==> config.mk <==
export PLATFORM = sky130hd
export DESIGN_NAME = sh4_fpu_unpack_flat
export DESIGN_NICKNAME = d
export VERILOG_FILES = /design/src/rtl/sh4_fpu_unpack_if.sv /design/src/rtl/sh4_fpu_unpack.sv /design/src/flat_wrapper.sv
export SDC_FILE = /design/constraint.sdc
export NUM_CORES = 1
export LEC_CHECK = 0
export CORE_ASPECT_RATIO = 0.7
export CORE_MARGIN = 2
export CORE_UTILIZATION = 49
export CTS_CLUSTER_SIZE = 12
export DETAILED_ROUTE_END_ITERATION = 8
export GPL_TIMING_DRIVEN = 0
export HOLD_SLACK_MARGIN = 0.02
export PLACE_DENSITY = 0.8
export SLEW_MARGIN = 20
export SYNTH_ARGS = -nofsm -noshare
export SYNTH_HDL_FRONTEND = slang
export SYNTH_SLANG_ARGS = --single-unit
==> constraint.sdc <==
create_clock -name clk -period 1.8 [get_ports clk]
set_input_delay 0.54 -clock clk [delete_from_list [all_inputs] [get_ports clk]]
set_output_delay 0.54 -clock clk [all_outputs]
set_load 0.01 [all_outputs]
==> src/rtl/sh4_fpu_unpack_if.sv <==
// Bus between the FPU register-file read stage and the sh4_fpu_unpack pipeline.
// Handshake: a transfer happens on a rising edge where valid && ready. A producer holds data stable while valid && !ready.
interface sh4_fpu_unpack_if #(
    parameter int EXP_W  = 8,
    parameter int FRAC_W = 23,
    parameter int LANES  = 1
);
    localparam int W  = 1 + EXP_W + FRAC_W;
    localparam int XW = EXP_W + 1;
    localparam int MW = FRAC_W + 1;

    logic                  i_valid;
    logic                  i_ready;
    logic [LANES*W-1:0]    i_data;
    logic                  i_flush;
    logic                  o_valid;
    logic                  o_ready;
    logic [LANES-1:0]      o_sign;
    logic [LANES*XW-1:0]   o_exp;
    logic [LANES*MW-1:0]   o_mant;
    logic [LANES-1:0]      o_zero;
    logic [LANES-1:0]      o_inf;
    logic [LANES-1:0]      o_nan;
    logic [LANES-1:0]      o_snan;
    logic [LANES-1:0]      o_denorm;

    modport master (
        output i_valid, i_data, i_flush, o_ready,
        input  i_ready, o_valid, o_sign, o_exp, o_mant,
        input  o_zero, o_inf, o_nan, o_snan, o_denorm
    );

    modport slave (
        input  i_valid, i_data, i_flush, o_ready,
        output i_ready, o_valid, o_sign, o_exp, o_mant,
        output o_zero, o_inf, o_nan, o_snan, o_denorm
    );
endinterface

==> src/rtl/sh4_fpu_unpack.sv <==
// Two-stage IEEE-754 operand unpacker: S1 classifies each lane, S2 produces unbiased exponent and mantissa.
// Define SH4_FPU_DENORM_EN to normalise subnormals; by default they flush to signed zero (FPSCR.DN=1).
module sh4_fpu_unpack #(
    parameter int EXP_W  = 8,
    parameter int FRAC_W = 23,
    parameter int LANES  = 1
) (
    input  logic            clk,
    input  logic            rst_n,
    sh4_fpu_unpack_if.slave bus
);
    localparam int W  = 1 + EXP_W + FRAC_W;
    localparam int XW = EXP_W + 1;
    localparam int MW = FRAC_W + 1;
    localparam logic [XW-1:0] BIAS = XW'((1 << (EXP_W - 1)) - 1);

    logic s1_valid;
    logic s2_valid;
    logic s1_advance;
    logic s1_load;
    logic s2_load;

    assign s1_advance  = s1_valid && (!s2_valid || bus.o_ready);
    assign bus.i_ready = !bus.i_flush && (!s1_valid || s1_advance);
    assign s1_load     = bus.i_valid && bus.i_ready;
    assign s2_load     = s1_advance && !bus.i_flush;
    assign bus.o_valid = s2_valid;

    // Flush wins over any accept or output handshake on the same edge.
    always_ff @(posedge clk or negedge rst_n) begin
        if (!rst_n) begin
            s1_valid <= 1'b0;
            s2_valid <= 1'b0;
        end else if (bus.i_flush) begin
            s1_valid <= 1'b0;
            s2_valid <= 1'b0;
        end else begin
            if (s1_load)
                s1_valid <= 1'b1;
            else if (s1_advance)
                s1_valid <= 1'b0;
            if (s1_advance)
                s2_valid <= 1'b1;
            else if (bus.o_ready)
                s2_valid <= 1'b0;
        end
    end

    for (genvar l = 0; l < LANES; l++) begin : g_lane
        logic              op_sign;
        logic [EXP_W-1:0]  op_exp;
        logic [FRAC_W-1:0] op_frac;
        logic              exp_min;
        logic              exp_max;
        logic              frac_nz;
        logic              s1_sign;
        logic              s1_zero;
        logic              s1_denorm;
        logic              s1_inf;
        logic              s1_nan;
        logic              s1_snan;
        logic [EXP_W-1:0]  s1_exp;
        logic [FRAC_W-1:0] s1_frac;
        logic [XW-1:0]     nx_exp;
        logic [MW-1:0]     nx_mant;
        logic              nx_zero;
        logic              r_sign;
        logic              r_zero;
        logic              r_inf;
        logic              r_nan;
        logic              r_snan;
        logic              r_denorm;
        logic [XW-1:0]     r_exp;
        logic [MW-1:0]     r_mant;

        assign {op_sign, op_exp, op_frac} = bus.i_data[l*W +: W];
        assign exp_min = (op_exp == '0);
        assign exp_max = (op_exp == '1);
        assign frac_nz = |op_frac;

        always_ff @(posedge clk or negedge rst_n) begin
            if (!rst_n) begin
                s1_sign   <= 1'b0;
                s1_exp    <= '0;
                s1_frac   <= '0;
                s1_zero   <= 1'b0;
                s1_denorm <= 1'b0;
                s1_inf    <= 1'b0;
                s1_nan    <= 1'b0;
                s1_snan   <= 1'b0;
            end else if (s1_load) begin
                s1_sign   <= op_sign;
                s1_exp    <= op_exp;
                s1_frac   <= op_frac;
                s1_zero   <= exp_min && !frac_nz;
                s1_denorm <= exp_min && frac_nz;
                s1_inf    <= exp_max && !frac_nz;
                s1_nan    <= exp_max && frac_nz;
                s1_snan   <= exp_max && frac_nz && op_frac[FRAC_W-1];
            end
        end

`ifdef SH4_FPU_DENORM_EN
        localparam int LZ_W = $clog2(FRAC_W + 1);
        logic [LZ_W-1:0]   op_lz;
        logic [LZ_W-1:0]   s1_lz;
        logic [LZ_W:0]     shamt;
        logic [FRAC_W-1:0] norm_frac;

        // Highest set bit wins because later iterations overwrite earlier ones.
        always_comb begin
            op_lz = LZ_W'(FRAC_W);
            for (int i = 0; i < FRAC_W; i++) begin
                if (op_frac[i])
                    op_lz = LZ_W'(FRAC_W - 1 - i);
            end
        end

        always_ff @(posedge clk or negedge rst_n) begin
            if (!rst_n)
                s1_lz <= '0;
            else if (s1_load)
                s1_lz <= op_lz;
        end

        // Shifting by lz+1 pushes the leading one out; it reappears as the explicit hidden bit.
        assign shamt     = {1'b0, s1_lz} + {{LZ_W{1'b0}}, 1'b1};
        assign norm_frac = s1_frac << shamt;
`endif

        always_comb begin
            nx_zero = s1_zero;
            nx_exp  = {1'b0, s1_exp} - BIAS;
            nx_mant = {!(s1_inf || s1_nan), s1_frac};
            if (s1_zero) begin
                nx_exp  = -BIAS;
                nx_mant = '0;
            end else if (s1_denorm) begin
`ifdef SH4_FPU_DENORM_EN
                nx_exp  = -BIAS - XW'(s1_lz);
                nx_mant = {1'b1, norm_frac};
`else
                nx_zero = 1'b1;
                nx_exp  = -BIAS;
                nx_mant = '0;
`endif
            end
        end

        always_ff @(posedge clk or negedge rst_n) begin
            if (!rst_n) begin
                r_sign   <= 1'b0;
                r_exp    <= '0;
                r_mant   <= '0;
                r_zero   <= 1'b0;
                r_inf    <= 1'b0;
                r_nan    <= 1'b0;
                r_snan   <= 1'b0;
                r_denorm <= 1'b0;
            end else if (s2_load) begin
                r_sign   <= s1_sign;
                r_exp    <= nx_exp;
                r_mant   <= nx_mant;
                r_zero   <= nx_zero;
                r_inf    <= s1_inf;
                r_nan    <= s1_nan;
                r_snan   <= s1_snan;
                r_denorm <= s1_denorm;
            end
        end

        assign bus.o_sign[l]            = r_sign;
        assign bus.o_exp[l*XW +: XW]    = r_exp;
        assign bus.o_mant[l*MW +: MW]   = r_mant;
        assign bus.o_zero[l]            = r_zero;
        assign bus.o_inf[l]             = r_inf;
        assign bus.o_nan[l]             = r_nan;
        assign bus.o_snan[l]            = r_snan;
        assign bus.o_denorm[l]          = r_denorm;
    end
endmodule

==> src/flat_wrapper.sv <==
// flat-port wrapper written by rule: the top's interface ports become plain ports
module sh4_fpu_unpack_flat 
#(
    parameter int EXP_W  = 8,
    parameter int FRAC_W = 23,
    parameter int LANES  = 1
)
  (clk, rst_n, bus_i_valid, bus_i_data, bus_i_flush, bus_o_ready, bus_i_ready, bus_o_valid, bus_o_sign, bus_o_exp, bus_o_mant, bus_o_zero, bus_o_inf, bus_o_nan, bus_o_snan, bus_o_denorm);
  sh4_fpu_unpack_if #(.EXP_W(EXP_W), .FRAC_W(FRAC_W), .LANES(LANES)) bus_i ();
  input  logic clk;
  input  logic rst_n;
  input wire logic [$bits(bus_i.i_valid)-1:0] bus_i_valid;
  input wire logic [$bits(bus_i.i_data)-1:0] bus_i_data;
  input wire logic [$bits(bus_i.i_flush)-1:0] bus_i_flush;
  input wire logic [$bits(bus_i.o_ready)-1:0] bus_o_ready;
  output wire logic [$bits(bus_i.i_ready)-1:0] bus_i_ready;
  output wire logic [$bits(bus_i.o_valid)-1:0] bus_o_valid;
  output wire logic [$bits(bus_i.o_sign)-1:0] bus_o_sign;
  output wire logic [$bits(bus_i.o_exp)-1:0] bus_o_exp;
  output wire logic [$bits(bus_i.o_mant)-1:0] bus_o_mant;
  output wire logic [$bits(bus_i.o_zero)-1:0] bus_o_zero;
  output wire logic [$bits(bus_i.o_inf)-1:0] bus_o_inf;
  output wire logic [$bits(bus_i.o_nan)-1:0] bus_o_nan;
  output wire logic [$bits(bus_i.o_snan)-1:0] bus_o_snan;
  output wire logic [$bits(bus_i.o_denorm)-1:0] bus_o_denorm;
  assign bus_i.i_valid = bus_i_valid;
  assign bus_i.i_data = bus_i_data;
  assign bus_i.i_flush = bus_i_flush;
  assign bus_i.o_ready = bus_o_ready;
  assign bus_i_ready = bus_i.i_ready;
  assign bus_o_valid = bus_i.o_valid;
  assign bus_o_sign = bus_i.o_sign;
  assign bus_o_exp = bus_i.o_exp;
  assign bus_o_mant = bus_i.o_mant;
  assign bus_o_zero = bus_i.o_zero;
  assign bus_o_inf = bus_i.o_inf;
  assign bus_o_nan = bus_i.o_nan;
  assign bus_o_snan = bus_i.o_snan;
  assign bus_o_denorm = bus_i.o_denorm;
  sh4_fpu_unpack #(.EXP_W(EXP_W), .FRAC_W(FRAC_W), .LANES(LANES)) u_core (.clk(clk), .rst_n(rst_n), .bus(bus_i));
endmodule
==> results of run 1 <==
==> timing repair <==
item / CTS / global route
resized for setup: 29 / 21
endpoints found under the setup margin: 25 / 21
cloned: 0 / 0
hold buffers: 0 / 0
==> power breakdown <==
part	total, mW	internal, mW	switching (mW)
registers	2.23	2.05	0.184
clock network	1.49	0.906	0.587
logic	0.922	0.550	0.373
total	4.65	3.50	1.14
==> per-stage QoR <==
| stage | power (mW) | cells | setup WS, ps | area (um2) |
|---|---|---|---|---|
| after floorplan | 2.68 | 226 | 323 | 3110 |
| after global placement | 3.25 | 381 | -2460 | 3970 |
| after detailed placement | 3.28 | 382 | -579 | 4000 |
| after CTS | 4.72 | 396 | 0.430 | 4210 |
| after global routing | 4.87 | 396 | 4.53 | 4260 |
| final | 4.65 | 396 | 75.2 | 4260 |
==> layout by cell type (no fill, tap or decap), types with 4 or more instances in the layout <==
| cell type | Yosys | layout |
|---|---|---|
| nor2_1 | 13 | 12 |
| clkdlybuf4s50_1 | 0 | 33 |
| nor4_1 | 7 | 6 |
| nand4_1 | 4 | 4 |
| buf_4 | 3 | 4 |
| mux2_2 | 32 | 32 |
| dfrtp_1 | 78 | 78 |
| a22o_1 | 33 | 33 |
| dlygate4sd2_1 | 0 | 22 |
| xor2_1 | 4 | 4 |
| dlymetal6s2s_1 | 0 | 20 |
| nand2_1 | 21 | 21 |
| clkbuf_8 | 0 | 9 |
| a21oi_1 | 5 | 5 |
==> critical path: cells and delay by family <==
family                 cells  cell delay [ps]
AO/OA/AOI/OAI              1               80
buffers and inverters      2              410
AND/OR/NAND/NOR            1              160
==> worst min path at each step <==
stage                                                    start                                      end  slack, ps  depth (start not counted)
after floorplan                                          rst_n          u_core.bus.o_denorm$_DFFE_PN0P_        240                          0
after global placement    u_core.g_lane[0].s1_sign$_DFFE_PN0P_            u_core.bus.o_sign$_DFFE_PN0P_        440                          2
after detailed placement  u_core.g_lane[0].s1_snan$_DFFE_PN0P_            u_core.bus.o_snan$_DFFE_PN0P_        460                          2
after CTS                                                rst_n  u_core.g_lane[0].s1_frac[4]$_DFFE_PN0P_        120                          1
after global routing                                     rst_n  u_core.g_lane[0].s1_frac[4]$_DFFE_PN0P_        120                          1
final                                                    rst_n          u_core.bus.o_exp[4]$_DFFE_PN0P_        120                          1
==> registers in the layout, summed over array words and instances (netlist names), 8 cells and up <==
register	flops
u_core.g_lane.s1_exp	8
u_core.g_lane.s1_frac	23
u_core.bus.o_mant	24
u_core.bus.o_exp	9
==> logic make-up (layout without fill, tap and decap cells) <==
group / Yosys count / in the layout / share of synthesized area [%]
compound gates: 41 / 41 / 11.1
xor+xnor: 6 / 6 / 1.69
fa+ha+maj: 1 / 1 / 0.403
buf+inv: 12 / 104 / 2.62
flops: 78 / 78 / 62.9
mux: 32 / 32 / 11.6
simple gates: 56 / 56 / 9.71
==> cell type report <==
cell class | instances | share of cell area, %
Tap cell | 78 | 2.29
Timing Repair Buffer | 78 | 19.1
Clock buffer | 10 | 2.99
Sequential cell | 78 | 45.8
Multi-Input combinational cell | 136 | 25.7
Buffer | 10 | 1.73
Clock inverter | 4 | 2.29
Inverter | 2 | 0.176
==> layer usage <==
| metal | track usage [%] | vias up | share of wire (%) |
|---|---|---|---|
| met5 | 0 | - | 0 |
| li1 | - | 1002 | - |
| met3 | 8.00 | 10 | 6.8 |
| met4 | 4.11 | 0 | 1.0 |
| met2 | 30.7 | 69 | 44 |
| met1 | 28.8 | 1015 | 48 |
==> results.json, run 1 <==
{
  "ys_ff_latch": 78,
  "insertedDiodeCount": 0,
  "drive_gt1_share_pct": 20.4,
  "synth_area_per_cell_um2": 13.7,
  "hold_class": "in -> async",
  "r2r_cells": 5,
  "max_cap_violations": 0,
  "worstSkewPairLatency_ps": 340,
  "place.gp.congestion": 0.848,
  "syn-instance-count": 226,
  "worst_slew_pin_slew_ps": 593,
  "final_nets": 353,
  "dpl.hpwl_um": 4750,
  "arrival_ps": 1180,
  "path_max_fanout": 4,
  "dr.first_iter.drc_count": 77,
  "dieHeight_um": 70.6,
  "grt_pass1_wl_um": 10800,
  "cpMaxStageDelayCell": "dlygate4sd2_1",
  "cp-startpoint": "bus_o_ready",
  "post-route-period-util_pct": 95.8,
  "htreeDepth": 3,
  "syn-num-nets": 264,
  "rsz0062_at_grt": "false",
  "status": "complete, no violations",
  "synth_area_leader_cell": "dfrtp_1",
  "area.sequential_mm2": 0.00195,
  "cts_buffer_depth": 2,
  "synth_area_leaders": "dfrtp_1 63%, mux2_2 12%, a22o_1 9.3%",
  "grt_antenna_before_repair": 0,
  "nFillCells": 474,
  "ys_warn_count": 0,
  "ant_nets": 0,
  "setup-violations-final": 0,
  "start_util_pct": 50.2,
  "synth.top_cell.area_share_pct": 62.9,
  "slew_viol_final": 0,
  "timing.hold.ws_ps": 119,
  "wire_per_inst_um": 16.9,
  "vias": 2096,
  "root_buffer": "clkbuf_8",
  "path_cells": "dlygate4sd2_1 > nor2b_4 > a21oi_1 > buf_2",
  "synth-async-reset-ratio_pct": 100,
  "fin_setup_tns_ps": 0,
  "gr-usage-all-layers_pct": 20.4,
  "cts-buffers-inserted": 9,
  "rrSetupSlack_ps": 220,
  "yosysMostFrequentCell": "dfrtp_1",
  "ys.flop_type": "dfrtp_1",
  "routed_wl_um": 6700,
  "synth_cell_type_count": 28,
  "drtPass1Iterations": 4,
  "synth_seq_area_share_pct": 62.9,
  "io_buffer_count": 77,
  "min_period_ps": 1720,
  "ios": 78,
  "finalHoldViolations": 0,
  "drcViolationCount": 0,
  "reg2reg_from": "u_core.bus.o_valid$_DFFE_PN0P_",
  "fin_util_pct": 68.9,
  "cts_tree": "done",
  "max_stage_delay_ps": 270,
  "endpoint_kind": "primary output",
  "via_per_inst": 5.29,
  "r2r_end": "u_core.bus.o_exp[0]$_DFFE_PN0P_",
  "multi_input_area_mm2": 0.00109,
  "die-area_mm2": 0.00700,
  "peakVddDrop_mv": 0.536,
  "core_area_mm2": 0.00619,
  "cp.required_ps": 1260,
  "cp-endpoint": "bus_i_ready",
  "first_global_vias": 2158,
  "worstSetupStartpointType": "primary input",
  "fmax_mhz": 580,
  "grt_overflow": 0,
  "post_cts_buffers": 0,
  "std_cell_rows": 24,
  "powerDensity_mw_per_mm2": 1090,
  "synth_common_cells": "78 x dfrtp_1, 33 x a22o_1, 32 x mux2_2",
  "worstSetupPathType": "in -> out",
  "p_leak_nw": 2.14,
  "synth_edf_count": 0,
  "path_clk_slew_ps": 80,
  "grt_max_degree": 51,
  "syn_area_mm2": 0.00311,
  "die_x_um": 99.2,
  "cts.sink_count": 78,
  "skew_ps": 12.4,
  "max-slew-margin-rel_pct": 60.3,
  "area_growth_pct": 37.3
}
(Power assumes the default switching activity.)
==> inputs of run 2 (changes only) <==
--- a/config.mk
+++ b/config.mk
@@ -5,8 +5,7 @@
 export SDC_FILE = /design/constraint.sdc
 export NUM_CORES = 1
 export LEC_CHECK = 0
-export CORE_ASPECT_RATIO = 0.7
-export CORE_MARGIN = 2
+export CORE_ASPECT_RATIO = 0.75
 export CORE_UTILIZATION = 49
 export CTS_CLUSTER_SIZE = 12
 export DETAILED_ROUTE_END_ITERATION = 8
==> run 2 against run 1 <==
  * Die area decreased by 4.8%
  * Utilization is 2.1 points higher
  * Hold slack gained 18 ps
  * Worst setup slack got worse by 33 ps
  * Flip-flop and latch count stayed put
  * Clock skew shrank 4.4 ps
  * Sequential share of layout area is 0.23 points higher
  * Sequential power hardly changed
  * Register-to-register slack improved by 30 ps
  * Critical path depth down 3
  * Clock-buffer cell count up 3
  * Largest cell class unchanged
  * Highest routed layer unchanged
==> results.json, run 2 (synthesized netlist as in run 1, its figures left out) <==
{
  "status": "complete, no violations",
  "cts_buffer_depth": 2,
  "max_cap_violations": 0,
  "htreeDepth": 3,
  "grt_overflow": 0,
  "multi_input_area_mm2": 0.00108,
  "routed_wl_um": 6600,
  "post_cts_buffers": 0,
  "worstSetupStartpointType": "flip-flop",
  "io_buffer_count": 77,
  "die-area_mm2": 0.00666,
  "grt_antenna_before_repair": 0,
  "final_nets": 353,
  "final_common_cell": "dfrtp_1",
  "first_global_vias": 2194,
  "dpl.hpwl_um": 4640,
  "post-route-period-util_pct": 97.7,
  "ios": 78,
  "path_clk_slew_ps": 80,
  "cts.sink_count": 78,
  "fmax_mhz": 569,
  "dieHeight_um": 70.9,
  "path_max_fanout": 2,
  "path_buf_inv": 1,
  "cts_tree": "done",
  "powerDensity_mw_per_mm2": 1050,
  "finalHoldViolations": 0,
  "setup-violations-final": 0,
  "path_cells": "clkdlybuf4s50_1",
  "start_util_pct": 52.0,
  "insertedDiodeCount": 0,
  "min_period_ps": 1760,
  "cpMaxStageDelayCell": "clkdlybuf4s50_1",
  "rsz0062_at_grt": "false",
  "area.sequential_mm2": 0.00195,
  "drcViolationCount": 0,
  "max_stage_delay_ps": 530,
  "root_buffer": "clkbuf_8",
  "ant_nets": 0,
  "timing.hold.ws_ps": 137,
  "area_growth_pct": 36.6,
  "cts_hold_buf": 0,
  "layout_common_cells": "78 x dfrtp_1, 34 x clkdlybuf4s50_1, 33 x a22o_1",
  "largest_reg_flops": 24,
  "sw_frac_of_total_pct": 25.8,
  "die_x_um": 93.9,
  "dp_cells": 382,
  "nFillCells": 418,
  "via_per_inst": 5.45,
  "worstSetupPathType": "reg -> out",
  "dr.first_iter.drc_count": 94,
  "pwr-share-seq_pct": 49.8,
  "core_area_mm2": 0.00598,
  "drtPass1Iterations": 4,
  "slew_viol_final": 0,
  "grt_pass1_wl_um": 10900,
  "vias": 2169,
  "peakVddDrop_mv": 0.589,
  "comb_power_share_pct": 20.7,
  "worstSkewPairLatency_ps": 340,
  "cp.required_ps": 1260,
  "layoutNonFillerInstCount": 398,
  "p_leak_nw": 2.17,
  "skew_ps": 8.04,
  "grt_max_degree": 48,
  "gr-usage-all-layers_pct": 22.1,
  "drive_gt1_share_pct": 20.6,
  "endpoint_kind": "primary output",
  "wire_per_inst_um": 16.6,
  "arrival_ps": 1220,
  "std_cell_rows": 24,
  "pwr-share-clk_pct": 29.5,
  "place.gp.congestion": 0.875,
  "max-slew-margin-rel_pct": 62.4,
  "critPathTopFamily": "buffers and inverters",
  "p_int_mw": 3.32,
  "worst_slew_pin_slew_ps": 561,
  "reg2reg_from": "u_core.bus.o_valid$_DFFE_PN0P_",
  "hold_class": "in -> async",
  "cts-buffers-inserted": 9,
  "switchingPower_mw": 1.15,
  "cp-startpoint": "u_core.bus.o_zero$_DFFE_PN0P_"
}
-- run 2: cell count changes in the layout (fill, tap and decap cells not counted), moves of 2 or more --
cell,delta
dlygate4sd2_1,-5
bufinv_16,-2
clkbuf_8,+2
dlymetal6s2s_1,+4
-- run 2: power by group through the flow --
stage	logic (mW)	clock network, mW	registers [mW]
final	0.925	1.32	2.23
after global routing	1.01	1.42	2.26
after CTS	0.967	1.35	2.23
after detailed placement	1.02	0	2.26
after global placement	0.991	0	2.26
after floorplan	0.363	0	2.31
-- run 2: layout make-up --
cell class,count,area share (%)
Buffer,10,1.74
Timing Repair Buffer,78,19.6
Multi-Input combinational cell,136,25.5
Inverter,2,0.177
Clock buffer,13,3.75
Clock inverter,3,1.00
Tap cell,78,2.30
Sequential cell,78,46.0
-- run 2: worst paths after layout --
kind / to / slack [ps] / cells past startpoint
hold reg to reg: u_core.bus.o_sign$_DFFE_PN0P_ / 470 / 2
max in group asynchronous: u_core.bus.o_mant[8]$_DFFE_PN0P_ / 1100 / 2
setup reg to reg: u_core.bus.o_mant[7]$_DFFE_PN0P_ / 250 / 5
setup / recovery: bus_o_zero / 40 / 1
hold / removal: u_core.bus.o_exp[1]$_DFFE_PN0P_ / 140 / 1
min in group clk: u_core.bus.o_sign$_DFFE_PN0P_ / 470 / 2
-- run 2: per-stage QoR --
stage	area (um2)	utilization (%)	power [mW]	setup slack (ps)	TNS (ps)
2_1_floorplan	3110	-	2.68	323	0
6_report	4240	71.0	4.47	41.8	0
5_1_grt	4240	71.0	4.70	3.27	0
3_5_place_dp	4000	66.9	3.28	-566	-23370
4_1_cts	4180	70.0	4.55	1.35	0
3_3_place_gp	3970	66.5	3.25	-2450	-210930
-- run 2: repair_timing --
action,in CTS,in global routing
gates resized for setup,22,25
endpoints found under the setup margin,21,28
cloned,0,0
-- run 2: routing by layer --
metal	global-route usage, %	wire length, um	vias up
met3	6.67	495	7
met1	32.2	3060	1092
met5	0	0	-
li1	-	-	1000
met2	32.0	2980	70
met4	7.18	57	0
